### src/rtl/serial_add_sub.sv
// Digit-serial adder/subtractor: one DIGIT_W-bit adder slice reused STEPS
// times, with the carry/borrow carried between digits in a register.
module serial_add_sub #(
    parameter int WIDTH   = 16,
    parameter int DIGIT_W = 4
) (
    input  logic             clk_in,
    input  logic             rst_n_in,
    input  logic             start_in,
    input  logic             sub_in,
    input  logic [WIDTH-1:0] a_in,
    input  logic [WIDTH-1:0] b_in,
    input  logic             c_in,
    output logic [WIDTH-1:0] s_out,
    output logic             ca_out,
    output logic             ovf_out,
    output logic             busy_out,
    output logic             done_out
);

    localparam int STEPS = WIDTH / DIGIT_W;
    localparam int IDX_W = (STEPS > 1) ? $clog2(STEPS) : 1;

    generate
        if (DIGIT_W < 1 || DIGIT_W > WIDTH) begin : g_bad_range
            $error("serial_add_sub: DIGIT_W must be in 1..WIDTH");
        end else if (WIDTH % DIGIT_W != 0) begin : g_bad_div
            $error("serial_add_sub: DIGIT_W must divide WIDTH");
        end
    endgenerate

    typedef enum logic [1:0] {
        S_IDLE,
        S_RUN,
        S_DONE
    } state_t;

    state_t r_state;
    state_t w_next;
    logic   w_capture;
    logic   w_step;
    logic   w_last;

    logic [IDX_W-1:0] r_idx;
    logic [WIDTH-1:0] r_a;
    logic [WIDTH-1:0] r_b;
    logic [WIDTH-1:0] r_acc;
    logic             r_carry;
    logic             r_sub;
    logic             r_a_msb;
    logic             r_b_msb;
    logic [WIDTH-1:0] r_s;
    logic             r_ca;
    logic             r_ovf;

    logic [DIGIT_W:0]         w_dsum;
    logic [WIDTH+DIGIT_W-1:0] w_cat;
    logic [WIDTH-1:0]         w_acc_next;

    assign w_last = (r_idx == IDX_W'(STEPS - 1));

    always_ff @(posedge clk_in) begin
        if (!rst_n_in) begin
            r_state <= S_IDLE;
        end else begin
            r_state <= w_next;
        end
    end

    always_comb begin
        w_next    = r_state;
        w_capture = 1'b0;
        w_step    = 1'b0;
        unique case (r_state)
            S_IDLE: begin
                if (start_in) begin
                    w_next    = S_RUN;
                    w_capture = 1'b1;
                end
            end
            S_RUN: begin
                w_step = 1'b1;
                if (w_last) begin
                    w_next = S_DONE;
                end
            end
            S_DONE: begin
                if (start_in) begin
                    w_next    = S_RUN;
                    w_capture = 1'b1;
                end else begin
                    w_next = S_IDLE;
                end
            end
            default: w_next = S_IDLE;
        endcase
    end

    // Operands shift right so the active digit is always the low slice;
    // sum digits enter at the top of r_acc and drift down into place.
    assign w_dsum = {1'b0, r_a[DIGIT_W-1:0]}
                  + {1'b0, r_b[DIGIT_W-1:0]}
                  + {{DIGIT_W{1'b0}}, r_carry};
    assign w_cat      = {w_dsum[DIGIT_W-1:0], r_acc};
    assign w_acc_next = w_cat[WIDTH+DIGIT_W-1:DIGIT_W];

    always_ff @(posedge clk_in) begin
        if (!rst_n_in) begin
            r_idx   <= '0;
            r_a     <= '0;
            r_b     <= '0;
            r_acc   <= '0;
            r_carry <= 1'b0;
            r_sub   <= 1'b0;
            r_a_msb <= 1'b0;
            r_b_msb <= 1'b0;
            r_s     <= '0;
            r_ca    <= 1'b0;
            r_ovf   <= 1'b0;
        end else if (w_capture) begin
            r_idx   <= '0;
            r_a     <= a_in;
            r_b     <= sub_in ? ~b_in : b_in;
            r_acc   <= '0;
            r_carry <= c_in ^ sub_in;
            r_sub   <= sub_in;
            r_a_msb <= a_in[WIDTH-1];
            r_b_msb <= b_in[WIDTH-1] ^ sub_in;
        end else if (w_step) begin
            r_idx   <= r_idx + 1'b1;
            r_a     <= r_a >> DIGIT_W;
            r_b     <= r_b >> DIGIT_W;
            r_acc   <= w_acc_next;
            r_carry <= w_dsum[DIGIT_W];
            if (w_last) begin
                r_s   <= w_acc_next;
                r_ca  <= w_dsum[DIGIT_W] ^ r_sub;
                r_ovf <= (r_a_msb == r_b_msb)
                      && (w_acc_next[WIDTH-1] != r_a_msb);
            end
        end
    end

    assign s_out    = r_s;
    assign ca_out   = r_ca;
    assign ovf_out  = r_ovf;
    assign busy_out = (r_state == S_RUN);
    assign done_out = (r_state == S_DONE);

endmodule

### config.mk
export PLATFORM = sky130hd
export DESIGN_NAME = serial_add_sub
export DESIGN_NICKNAME = d
export VERILOG_FILES = /design/src/rtl/serial_add_sub.sv
export SDC_FILE = /design/constraint.sdc
export NUM_CORES = 1
export LEC_CHECK = 0
export ABC_CLOCK_PERIOD_IN_PS = 2400
export BUFFER_PORTS_ARGS = -buffer_cell sky130_fd_sc_hd__clkbuf_2
export CAP_MARGIN = 20
export CORE_MARGIN = 2
export CORE_UTILIZATION = 55
export CTS_CLUSTER_DIAMETER = 200
export DETAILED_ROUTE_END_ITERATION = 7
export PLACE_DENSITY = 0.8
export SETUP_SLACK_MARGIN = 0.1
export SLEW_MARGIN = 20
export SYNTH_ARGS = -nofsm -noshare
export SYNTH_HDL_FRONTEND = slang
export SYNTH_SLANG_ARGS = --single-unit
### constraint.sdc
create_clock -name clk_in -period 2.4 [get_ports clk_in]
set_input_delay 0.48 -clock clk_in [delete_from_list [all_inputs] [get_ports clk_in]]
set_output_delay 0.48 -clock clk_in [all_outputs]
set_load 0.005 [all_outputs]
==> results of run 1 <==
## cell families after synthesis
group | share of synthesized area
DFF | 0.467
adders and majority gates | 0.0300
AOI/OAI and AO/OA | 0.209
buffers and inverters | 0.0471
xor gates and xnor gates | 0.0554
and+or+nand+nor | 0.192
## final cells by class
type                       instances  area, µm²
clock buffer                      11        141
tap                               70       87.6
inverter                           7       26.3
timing repair buffer              64        340
fill                             432       1670
multi-input combinational        238       1460
sequential                        70       1400
clock inverter                     4       47.5
## stage by stage
step | utilization | std cells | cell area (µm²) | total power [mW]
floorplan | - | 339 | 3000 | 1.49
global placement | 0.641 | 449 | 3310 | 1.57
detailed placement | 0.641 | 449 | 3310 | 1.58
CTS | 0.677 | 464 | 3500 | 2.49
global route | 0.677 | 464 | 3500 | 2.57
finish | 0.677 | 464 | 3500 | 2.47
## how the worst min path moves through the flow
stage                   from  cells past startpoint       end  slack (ns)
floorplan           r_acc[4]                      2  r_acc[4]        0.44
global placement    r_idx[1]                      2  r_idx[1]        0.45
detailed placement  r_acc[5]                      2  r_acc[5]        0.45
CTS                 a_in[15]                      3   r_a_msb        0.39
global route        a_in[15]                      3   r_a_msb        0.43
finish              a_in[15]                      3   r_a_msb        0.39
## worst register-to-register path: cells and delay by family, from the launching register on
kind,cells,cell delay (ns)
buffers and inverters,1,0.06
AO/OA/AOI/OAI,2,0.20
adder cells (fa/ha/maj),2,0.89
AND/OR/NAND/NOR,2,0.32
flip-flops,1,0.31
## power groups by stage
| stage | clock, mW | sequential (mW) | combinational (mW) |
|---|---|---|---|
| after floorplan | 0 | 1.26 | 0.221 |
| after global placement | 0 | 1.27 | 0.296 |
| after detailed placement | 0 | 1.28 | 0.306 |
| after CTS | 0.931 | 1.25 | 0.307 |
| after global routing | 0.972 | 1.25 | 0.346 |
| final | 0.917 | 1.25 | 0.304 |
## state kept, by name (all words and copies together) (netlist names)
| name | cells |
|---|---|
| r_carry | 1 |
| r_state | 2 |
| r_sub | 1 |
| r_a_msb | 1 |
| ca_out | 1 |
| r_acc | 12 |
| r_b | 16 |
| s_out | 16 |
| r_b_msb | 1 |
| r_idx | 2 |
| ovf_out | 1 |
| r_a | 16 |
## cells in the final DEF, fill, tap and decap left out, types with 3 or more instances in the layout
master,netlist,routed
a21boi_0,29,29
a21oi_1,14,14
a221oi_1,7,7
a22oi_1,18,18
and2_1,4,4
buf_4,1,8
clkbuf_2,0,56
clkbuf_8,0,10
dfxtp_1,70,70
ha_1,4,4
inv_1,6,6
nand2_1,71,71
nand3_1,3,3
nand3b_1,3,3
nor2_1,17,17
nor2b_1,17,17
o21ai_0,7,7
o221ai_1,5,5
xnor2_1,10,10
xor2_1,9,9
## routing by layer
| metal | part of all wire | vias to the layer above | GRT usage |
|---|---|---|---|
| li1 | - | 1261 | - |
| met1 | 0.43 | 1170 | 0.271 |
| met2 | 0.50 | 65 | 0.395 |
| met3 | 0.052 | 11 | 0.0512 |
| met4 | 0.022 | 0 | 0.121 |
| met5 | 0 | - | 0 |
==> impl_metrics.tcl, run 1 <==
set metrics [dict create \
    synth.most_common_cell "nand2_1" \
    std_cell_rows 26 \
    slew_violations 0 \
    grt_max_degree 28 \
    cts.sink_count 70 \
    hold_slack_ns 0.395 \
    cpMaxStageDelayCell "fa_1" \
    hp-class "primary input to register" \
    outcome "finished clean" \
    r2r_cells 7 \
    synth-main-ff-cell "dfxtp_1" \
    synthCells 339 \
    synth_top_cell_area_share 0.467 \
    endpoint_kind "register" \
    grt_pass1_wl_um 11000 \
    clkLatencyLatePin_ns 0.35 \
    p_int_mw 1.85 \
    clock_skew_ns 0.00767 \
    core_area_um2 5170 \
    max-slew-margin-rel 0.656 \
    critPathCapture "ca_out" \
    r2r_setup_slack_ns 0.51 \
    yosys_warnings 0 \
    worstSetupPathType "register to register" \
    synth-edff-count 0 \
    hpwl_um 4520 \
    io_pins 57 \
    crit_cells 7 \
    die_x_um 77.9 \
    async_reset_ff_frac 0 \
    cts.repair.resized 0 \
    grt_pass1_vias 2506 \
    p_per_area_nw_per_um2 705 \
    arrival_ns 2.12 \
    synth-seq-cells 70 \
    p_switching_mw 0.624 \
    worstPathRequired_ns 2.63 \
    cts_setup_buffers 0 \
    vias 2507 \
    p_leak_nw 1.40 \
    clk_pin_slew_ns 0.07 \
    period_needed_ns 1.89 \
    drt-total-wl_um 6330 \
    antenna_found_initial 0 \
    p_sw_frac 0.253 \
    cts_tree "built" \
    timing.rr.start "r_a[0]" \
    setup_viol 0 \
    worst_pin_slew_ns 0.517 \
    seq_power_share 0.506 \
    grt-ovfl-total 0 \
    crit_chain "inv_1 -> fa_1 -> fa_1 -> nor2b_1 -> o21ai_0 -> or4b_1 -> o211ai_1" \
    synth.area.top_cells "dfxtp_1 (47%), nand2_1 (8.9%), a21boi_0 (7.3%), a22oi_1 (4.5%), nor2b_1 (3.5%)" \
    path_common_cell "fa_1" \
    tns_ns 0 \
    clock_power_share 0.371 \
    cts_hold_buf 0 \
    syn_to_final_growth_pct 16.7 \
    start_util 0.580 \
    numCtsBuffers 9 \
    wire_per_inst_um 13.6 \
    yosysSeqAreaShare 0.467 \
    ys_types 38 \
    portBuffers 56 \
    synth_area_leader_cell "dfxtp_1" \
    netlist_area_um2 3000 \
    viasPerCell 5.40 \
    die-area_um2 6060 \
    first_iter_violations 117 \
    synth_common_cells "nand2_1 (71), dfxtp_1 (70), a21boi_0 (29)" \
    htree_levels 3 \
    drc_errors 0 \
    crit_fanout 3 \
    nets 433 \
    cp-start-kind "register" \
    first_pass_iters 5 \
    drv_cap 0 \
    root_buffer "clkbuf_8" \
    fmax_mhz 529 \
    worst-path-buf-inv 1 \
    drive_gt1_frac 0.208 \
    num_antenna_cells 0 \
    clock_path_buffers 2 \
    fp.dieH_um 77.9 \
    cp_slowest_stage_delay_ns 0.47 \
    peakVddDrop_uv 467 \
    track_usage 0.232 \
    combPwrFrac 0.123 \
    r2r-end "ca_out" \
    post-route-period-util 0.788 \
    post-place-ws_ns 0.514 \
    crit_start "r_a[0]" \
    syn_area_per_cell_um2 8.85 \
    routabilityCongestion 0.817 \
    hold_viol 0 \
    syn_nets 382 \
    crit_family "adder cells" \
    ant_nets 0 \
    rsz0062_at_grt "false" \
    layout_setup_ws_ns 0.509 \
]
Note: power is estimated with default switching activity, not from simulation.
==> inputs of run 2 (changes only) <==
- ABC_CLOCK_PERIOD_IN_PS: 2400 -> 1790
- clock period: 2.4 -> 1.79 ns (I/O delays scaled with it)
==> run 2 against run 1 <==
Effect of this change:
- clock power up 83%
- sequential power up 34%
- cell count up 2.2%
- worst hold slack worse by 0.11 ns
- critical path type unchanged
- largest cell class unchanged
==> impl_metrics.tcl, run 2 (synthesis gave the netlist of run 1 again) <==
set metrics [dict create \
    outcome "finished clean" \
    worst-path-buf-inv 1 \
    layout_common_cells "nand2_1 (71), dfxtp_1 (68), clkbuf_2 (56)" \
    max-slew-margin-rel 0.635 \
    final_util 0.713 \
    cts.sink_count 70 \
    drv_cap 0 \
    start_util 0.580 \
    vias 2498 \
    setup_viol 0 \
    clock_path_buffers 2 \
    period_needed_ns 1.77 \
    endpoint_kind "register" \
    post-route-period-util 0.990 \
    root_buffer "clkbuf_8" \
    final_common_cell "nand2_1" \
    slew_violations 0 \
    clkLatencyLatePin_ns 0.34 \
    syn_to_final_growth_pct 22.8 \
    htree_levels 3 \
    antenna_found_initial 0 \
    multi_input_area_um2 1480 \
    cp-start-kind "register" \
    viasPerCell 5.27 \
    routabilityCongestion 0.804 \
    grt_pass1_wl_um 10600 \
    final.fill_count 417 \
    grt_pass1_vias 2328 \
    io_pins 57 \
    hp-class "primary input to register" \
    rsz0062_at_grt "true" \
    cp_slowest_stage_delay_ns 0.39 \
    grt-ovfl-total 0 \
    wire_per_inst_um 13.5 \
    worstPathRequired_ns 2.06 \
    worstSetupPathType "register to register" \
    std_cell_rows 26 \
    p_per_area_nw_per_um2 1030 \
    clock_skew_ns 0.00493 \
    hold_viol 0 \
    crit_chain "inv_2 -> fa_2 -> nand3b_1 -> and3b_1 -> or4_1 -> a31oi_1" \
    dp.cells 452 \
    drt-total-wl_um 6390 \
    worst_pin_slew_ns 0.547 \
    ant_nets 0 \
    arrival_ns 2.04 \
    drc_errors 0 \
    fp.dieH_um 77.9 \
    drive_gt1_frac 0.250 \
    hpwl_um 4320 \
    first_pass_iters 4 \
    grt_max_degree 28 \
    crit_fanout 3 \
    fmax_mhz 564 \
    cpMaxStageDelayCell "fa_2" \
    power.total_mw 3.80 \
    portBuffers 56 \
    clk_pin_slew_ns 0.07 \
    cts_tree "built" \
    numCtsBuffers 9 \
    num_antenna_cells 0 \
    track_usage 0.222 \
    die_x_um 77.9 \
    p_leak_nw 1.49 \
    ff_latch_area_um2 1400 \
    first_iter_violations 105 \
    core_area_um2 5170 \
    die-area_um2 6060 \
    nets 442 \
    final_cells 474 \
    crit_family "simple AND/OR/NAND/NOR gates" \
    peakVddDrop_uv 786 \
    cts_hold_buf 0 \
]
-- run 2: changes by cell type in the layout (fill, tap and decap cells not counted), moves of 2 or more --
cell / change
dfxtp_2: +2
fa_1: -2
dfxtp_1: -2
o21ai_1: +2
bufinv_16: +3
buf_4: +8
fa_2: +2
clkinv_2: -2
o21ai_0: -2
-- run 2: report_power, final --
| group | internal [mW] | leakage, nW | switching, mW |
|---|---|---|---|
| logic | 0.203 | 0.788 | 0.242 |
| clock network | 1.07 | 0.130 | 0.606 |
| registers | 1.63 | 0.571 | 0.0450 |
-- run 2: layout make-up --
type	count	area share
Clock inverter	7	0.0394
Sequential cell	70	0.381
Tap cell	70	0.0238
Clock buffer	9	0.0336
Multi-Input combinational cell	238	0.402
Timing Repair Buffer	73	0.113
Inverter	7	0.00781
-- run 2: per-stage QoR --
stage	setup WS, ns	hold WS [ns]	area [µm²]	setup TNS, ns
floorplan	0.123	0.437	3000	0
global placement	0.0686	0.447	3340	0
detailed placement	-0.00335	0.448	3340	-0.00335
CTS	0.0335	0.273	3640	0
global route	-0.0717	0.281	3690	-0.115
finish	0.0176	0.281	3690	0
-- run 2: worst paths after layout --
path,slack [ns],from,to,depth (start not counted)
setup / recovery,0.02,r_carry,ovf_out,6
hold / removal,0.28,a_in[15],r_a_msb,3
setup reg to reg,0.02,r_carry,ovf_out,6
hold reg to reg,0.46,r_acc[6],r_acc[6],2
-- run 2: per-layer routing --
layer	GRT usage	vias up	share of wire
li1	-	1283	-
met1	0.256	1144	0.45
met2	0.384	65	0.49
met3	0.0814	6	0.054
met4	0.0661	0	0.0080
met5	0	-	0
-- run 2: worst reg2reg max path, stage by stage (launching register included) --
cell and delay, ns:
dfxtp_2 0.34, inv_2 0.05, fa_2 0.39, nand3b_1 0.18, and3b_1 0.19, or4_1 0.39, a31oi_1 0.15
-- run 2: repair_timing --
item / 4_1_cts / 5_1_grt
endpoints found under the setup margin: 6 / 8
pin swaps: 2 / 1
setup buffers: 2 / 4
gates resized for setup: 9 / 4
